<file path="config.mk">
export PLATFORM = sky130hd
export DESIGN_NAME = io_pad_bank
export DESIGN_NICKNAME = d
export VERILOG_FILES = /design/src/rtl/io_pad_bank.sv
export SDC_FILE = /design/constraint.sdc
export NUM_CORES = 1
export LEC_CHECK = 0
export CORE_AREA = 5 5 240 242
export DETAILED_ROUTE_END_ITERATION = 16
export DIE_AREA = 0 0 245 247
export GPL_ROUTABILITY_DRIVEN = 0
export PLACE_DENSITY = 0.38
export SKIP_LAST_GASP = 1
export SYNTH_ARGS = -nofsm -noshare
export SYNTH_HDL_FRONTEND = slang
export SYNTH_SLANG_ARGS = --single-unit
</file>
<file path="constraint.sdc">
create_clock -name clk -period 2 [get_ports clk]
set_clock_uncertainty 0.15 [all_clocks]
set_input_delay 0.4 -clock clk [delete_from_list [all_inputs] [get_ports clk]]
set_output_delay 0.4 -clock clk [all_outputs]
set_load 0.1 [all_outputs]
</file>
<file path="src/rtl/io_pad_bank.sv">
// io_pad_bank: register-programmed GPIO channel bank driving bidirectional pad cells.
// Define IO_BANK_DEBOUNCE_EN to build the debounce prescaler and debounce stage.
module io_pad_bank #(
   parameter int NUM_IO      = 32,
   parameter int SYNC_STAGES = 2,
   parameter int DEBOUNCE_W  = 8
) (
   input  logic              clk,
   input  logic              reset,
   input  logic              reg_we,
   input  logic              reg_re,
   input  logic [2:0]        reg_addr,
   input  logic [31:0]       reg_wdata,
   output logic [31:0]       reg_rdata,
   output logic              reg_ack,
   input  logic [NUM_IO-1:0] pad_c_i,
   output logic [NUM_IO-1:0] pad_i_o,
   output logic [NUM_IO-1:0] pad_oen_o,
   output logic              irq_o
);

   logic [NUM_IO-1:0] wd;
   logic              wr_dout;
   logic              wr_oen;
   logic              wr_ien;
   logic              wr_ren;
   logic              wr_fen;
   logic              wr_clr;

   logic [NUM_IO-1:0] dout_q;
   logic [NUM_IO-1:0] oen_q;
   logic [NUM_IO-1:0] ien_q;
   logic [NUM_IO-1:0] ren_q;
   logic [NUM_IO-1:0] fen_q;
   logic [NUM_IO-1:0] status_q;

   logic [NUM_IO-1:0] sync_q [SYNC_STAGES];
   logic [NUM_IO-1:0] s;
   logic [NUM_IO-1:0] deb;
   logic [NUM_IO-1:0] deb_prev;
   logic [NUM_IO-1:0] edge_set;
   logic [31:0]       rd_val;

   assign wd      = reg_wdata[NUM_IO-1:0];
   assign wr_dout = reg_we && (reg_addr == 3'd0);
   assign wr_oen  = reg_we && (reg_addr == 3'd1);
   assign wr_ien  = reg_we && (reg_addr == 3'd3);
   assign wr_ren  = reg_we && (reg_addr == 3'd4);
   assign wr_fen  = reg_we && (reg_addr == 3'd5);
   assign wr_clr  = reg_we && (reg_addr == 3'd6);

   // Input synchroniser chain; s is the last stage
   always_ff @(posedge clk) begin
      if (reset) begin
         for (int k = 0; k < SYNC_STAGES; k++) sync_q[k] <= '0;
      end else begin
         sync_q[0] <= pad_c_i;
         for (int k = 1; k < SYNC_STAGES; k++) sync_q[k] <= sync_q[k-1];
      end
   end

   assign s = sync_q[SYNC_STAGES-1];

`ifdef IO_BANK_DEBOUNCE_EN
   logic [DEBOUNCE_W-1:0] cnt_q;
   logic [DEBOUNCE_W-1:0] limit_q;
   logic [NUM_IO-1:0]     samp_q;
   logic [NUM_IO-1:0]     deb_q;
   logic                  tick;
   logic                  wr_lim;

   assign wr_lim = reg_we && (reg_addr == 3'd7);
   assign tick   = (cnt_q == limit_q);

   // Shared prescaler; a limit write restarts the tick phase
   always_ff @(posedge clk) begin
      if (reset) begin
         cnt_q   <= '0;
         limit_q <= '0;
      end else if (wr_lim) begin
         cnt_q   <= '0;
         limit_q <= reg_wdata[DEBOUNCE_W-1:0];
      end else if (tick) begin
         cnt_q <= '0;
      end else begin
         cnt_q <= cnt_q + 1'b1;
      end
   end

   // deb follows s once two consecutive ticks saw the same value
   always_ff @(posedge clk) begin
      if (reset) begin
         samp_q <= '0;
         deb_q  <= '0;
      end else if (tick) begin
         samp_q <= s;
         for (int i = 0; i < NUM_IO; i++)
            if (s[i] == samp_q[i]) deb_q[i] <= s[i];
      end
   end

   assign deb = deb_q;
`else
   assign deb = s;
`endif

   assign edge_set = (deb & ~deb_prev & ren_q) |
                     (~deb & deb_prev & fen_q);

   // Control registers and sticky status; a new edge beats a W1C
   always_ff @(posedge clk) begin
      if (reset) begin
         dout_q   <= '0;
         oen_q    <= '0;
         ien_q    <= '0;
         ren_q    <= '0;
         fen_q    <= '0;
         status_q <= '0;
         deb_prev <= '0;
      end else begin
         if (wr_dout) dout_q <= wd;
         if (wr_oen)  oen_q  <= wd;
         if (wr_ien)  ien_q  <= wd;
         if (wr_ren)  ren_q  <= wd;
         if (wr_fen)  fen_q  <= wd;
         status_q <= (status_q & ~(wr_clr ? wd : '0)) | edge_set;
         deb_prev <= deb;
      end
   end

   // Read mux on current state, so a combined read+write returns old data
   always_comb begin
      rd_val = '0;
      case (reg_addr)
         3'd0: rd_val[NUM_IO-1:0] = dout_q;
         3'd1: rd_val[NUM_IO-1:0] = oen_q;
         3'd2: rd_val[NUM_IO-1:0] = deb;
         3'd3: rd_val[NUM_IO-1:0] = ien_q;
         3'd4: rd_val[NUM_IO-1:0] = ren_q;
         3'd5: rd_val[NUM_IO-1:0] = fen_q;
         3'd6: rd_val[NUM_IO-1:0] = status_q;
`ifdef IO_BANK_DEBOUNCE_EN
         3'd7: rd_val[DEBOUNCE_W-1:0] = limit_q;
`else
         3'd7: rd_val = '0;
`endif
         default: rd_val = '0;
      endcase
   end

   // Registered acknowledge and read data, zero outside an ack
   always_ff @(posedge clk) begin
      if (reset) begin
         reg_ack   <= 1'b0;
         reg_rdata <= '0;
      end else begin
         reg_ack   <= reg_we | reg_re;
         reg_rdata <= reg_re ? rd_val : 32'd0;
      end
   end

   assign pad_i_o   = dout_q;
   assign pad_oen_o = ~oen_q;
   assign irq_o     = |(status_q & ien_q);

endmodule

</file>
==> implementation parameters <==
Parameter                              Value

Clock network
  Bufs on Longest Clock Path ... 3
  Post-CTS setup buffer count ... 0
  CTS tree ... yes
  Post-CTS clock slew at the launch and capture registers of the worst setup and hold paths ... 60 ps
  Number of clock sinks seen by CTS ... about 320
  Buffer cell driving the clock tree root ... clkbuf_16
  Insertion delay of the later-clocked pin in the worst-skew pair ... roughly 560 ps
  CTS H-Tree Depth ... 2
  TritonCTS Buffers ... 40

Timing
  Hold violation count in the final report ... 0
  Final Max Tran Viols ... 0
  Worst relative slew slack ... 0.4305
  Worst path setup slack after routing ... -638.6 ps
  Worst slack on hold paths ... 241.7 ps
  Final setup vio count ... 1
  Fmax ... 379.0 MHz
  Transition at the pin with the smallest max-transition slack ... roughly 850 ps
  Time the final worst path needs with I/O delays and setup ... 2639 ps
  Total Negative Setup Slacks ... -638.6 ps
  RSZ-0062 raised after global routing ... true
  Final cycle utilization of the critical path ... 1.319

Worst setup path
  Crit path required time ... 1450 ps
  Startpoint type of the worst setup path ... flip-flop
  CP endpoint kind ... output pin
  Cell class contributing the biggest share of worst-path delay ... simple AND/OR/NAND/NOR gates
  Delay of the slowest cell on the worst path ... 580 ps
  Worst path cell trace ... a22oi_1, buf_4, nand4_1, or4_4, buf_12
  Crit path buf inv count ... 2
  Maximum fanout along the worst path ... 2
  Setup CP Type ... reg2out
  Arrival @ worst endpoint ... around 2100 ps
  Critical-path cell with the highest stage delay ... or4_4

Synth
  Net Count, Synth ... 1,617
  Number of flops mapped to enable cells by yosys ... 0
  Mapped cell area ... 0.01254 sq mm
  Number of instances in the synthesized netlist ... 1,546
  Warnings, synthesis ... 0
  Most used flip-flop cell after synthesis ... dfxtp_1
  Synth unique cells ... 39
  Portion of the post-synthesis area used by sequential elements ... 0.5123
  Flop and latch count out of synthesis ... between 300 and 400
  Fraction of synthesis flops using an asynchronous set or reset pin ... 0
  Average cell area after synthesis ... roughly 8.1 sq um

Run
  Reported max-cap violation count ... 0

Die
  Area of the die ... 0.06052 sq mm
  Row cnt ... 86
  Top-level port count ... 169
  Die span in x ... roughly 250 um
  Die height ... 247 um
  Effective utilization at floorplan ... 0.2286
  Total core area ... 0.05488 sq mm

Routing
  Antenna-violating nets left ... 0
  Vias per cell ... between 4 and 5
  DRC ... 0
  Total vias in the final route ... 11.48k
  Initial detailed-routing violation count ... 824
  First-pass iteration count of the detailed router ... 5
  Final routed wirelength across all metal layers ... 49,020 um
  Wire length per cell after detailed routing ... roughly 20 um

Status
  Failing checks ... setup timing
  Run status ... finished, violations left

Global routing
  Total grt overflow ... 0
  First-pass GRT wire length ... 73,410 um
  Antenna violations before repair ... 0
  Total routing usage reported by global routing ... 0.1589
  Largest net degree at the start of global routing ... 157
  Number of global-route vias before repair ... 11.43k

Layout
  # nets final ... 1,846
  Layout cell share with drive strength beyond 1 ... 0.1761
  Post-synthesis to final-layout area growth ... 45.79%
  Register area ... 0.006429 sq mm
  Most frequent cells in the layout ... nand2_1, dfxtp_1, a21oi_1, buf_12, buf_4
  Number of antenna cells inserted ... 0
  Most frequent standard cell in the layout excluding fill and tap cells ... nand2_1
  Area of the multi-input gates ... 0.005482 sq mm
  Filler cells ... 5,718

Placement
  Setup slack at placement ... -340.2 ps
  Estimated wirelength of the detail-placed design ... 33,890 um
  Number of port buffers ... 168

Power and ir drop
  Switching fraction of total power ... 0.2512
  Pint ... 11.92 mW
  Sequential share of power ... 0.420
  Worst vdd ir ... 0.0005993 V
  Cell leakage power ... 6.611 nW
  Share of total power in the clock network ... 0.481
  Final total power ... 15.92 mW
  Logic pwr share ... 0.100
  Total power density per cell area ... between 800 and 900 mW/mm^2
  Net Switching ... 3.998 mW

Hold path
  HP Class ... in2reg
## state kept, by name, indices dropped and copies added (netlist names)
name       count
reg_ack        1
ien_q         32
fen_q         32
pad_i_o       32
ren_q         32
oen_q         32
status_q      32
sync_q        64
reg_rdata     32
deb_prev      32
## what timing repair did
item / in CTS / in global routing
endpoints found under the setup margin: 1 / 1
resized for setup: 4 / 2
hold buffers: 1 / 0
pin swaps: 2 / 0
hold endpoints to repair: 1 / 0
## cell usage after synthesis (7+ instances only)
cell type / number / share of area
nor2b_1: 101 / 0.050
o21bai_1: 14 / 0.0084
o21ai_0: 70 / 0.028
nand2_1: 407 / 0.12
nand3b_1: 33 / 0.020
inv_1: 46 / 0.014
clkbuf_1: 56 / 0.017
a21oi_1: 244 / 0.097
o21ai_1: 10 / 0.0040
nand3_1: 7 / 0.0028
nor2_1: 62 / 0.019
a22o_1: 24 / 0.017
mux2i_1: 18 / 0.014
buf_2: 40 / 0.016
a22oi_1: 34 / 0.020
dfxtp_1: 321 / 0.51
## final timing paths
kind	end	slack, ps	cells past startpoint	start
worst min register to register	sync_q[0][40]	270	1	sync_q[0][8]
worst min-delay path	sync_q[0][19]	240	2	pad_c_i[19]
worst max-delay path	irq_o	-640	5	status_q[14]
worst max register to register	reg_rdata[10]	580	5	oen_q[10]
## layout make-up
type,count,area share
Clock buffer,55,0.06610
Clock inverter,18,0.01163
Inverter,46,0.009442
Multi-Input combinational cell,1069,0.2998
Tap cell,704,0.04817
Timing Repair Buffer,297,0.2133
Sequential cell,321,0.3516
## kinds of logic after synthesis
kind of cell / Yosys count / synth area share
AO/OA/AOI/OAI: 422 / 0.1939
buffers and inverters: 156 / 0.05426
flip-flops: 321 / 0.5123
multiplexers: 18 / 0.01436
AND/OR/NAND/NOR: 629 / 0.2251
## routing by layer
layer,wire length (um),vias up,track usage
li1,-,5633,-
met1,22660,5520,0.2126
met2,23440,280,0.2708
met3,2118,48,0.02421
met4,804,0,0.03812
met5,0,-,0
## per-stage QoR
| stage | cells | util | instance area, sq um |
|---|---|---|---|
| after floorplan | 1546 | - | 12550 |
| after global placement | 2436 | 0.3067 | 16830 |
| after detailed placement | 2436 | 0.3067 | 16830 |
| after CTS | 2510 | 0.3330 | 18280 |
| after global routing | 2510 | 0.3332 | 18290 |
| final | 2510 | 0.3332 | 18290 |
## power groups by stage
stage / sequential (mW) / combinational, mW / clock, mW
floorplan: 6.98 / 0.600 / 0
global route: 6.70 / 1.68 / 8.15
CTS: 6.68 / 1.60 / 7.93
global placement: 6.82 / 1.59 / 0
detailed placement: 6.82 / 1.59 / 0
finish: 6.68 / 1.58 / 7.65
Power figures use the tool's default switching activity.
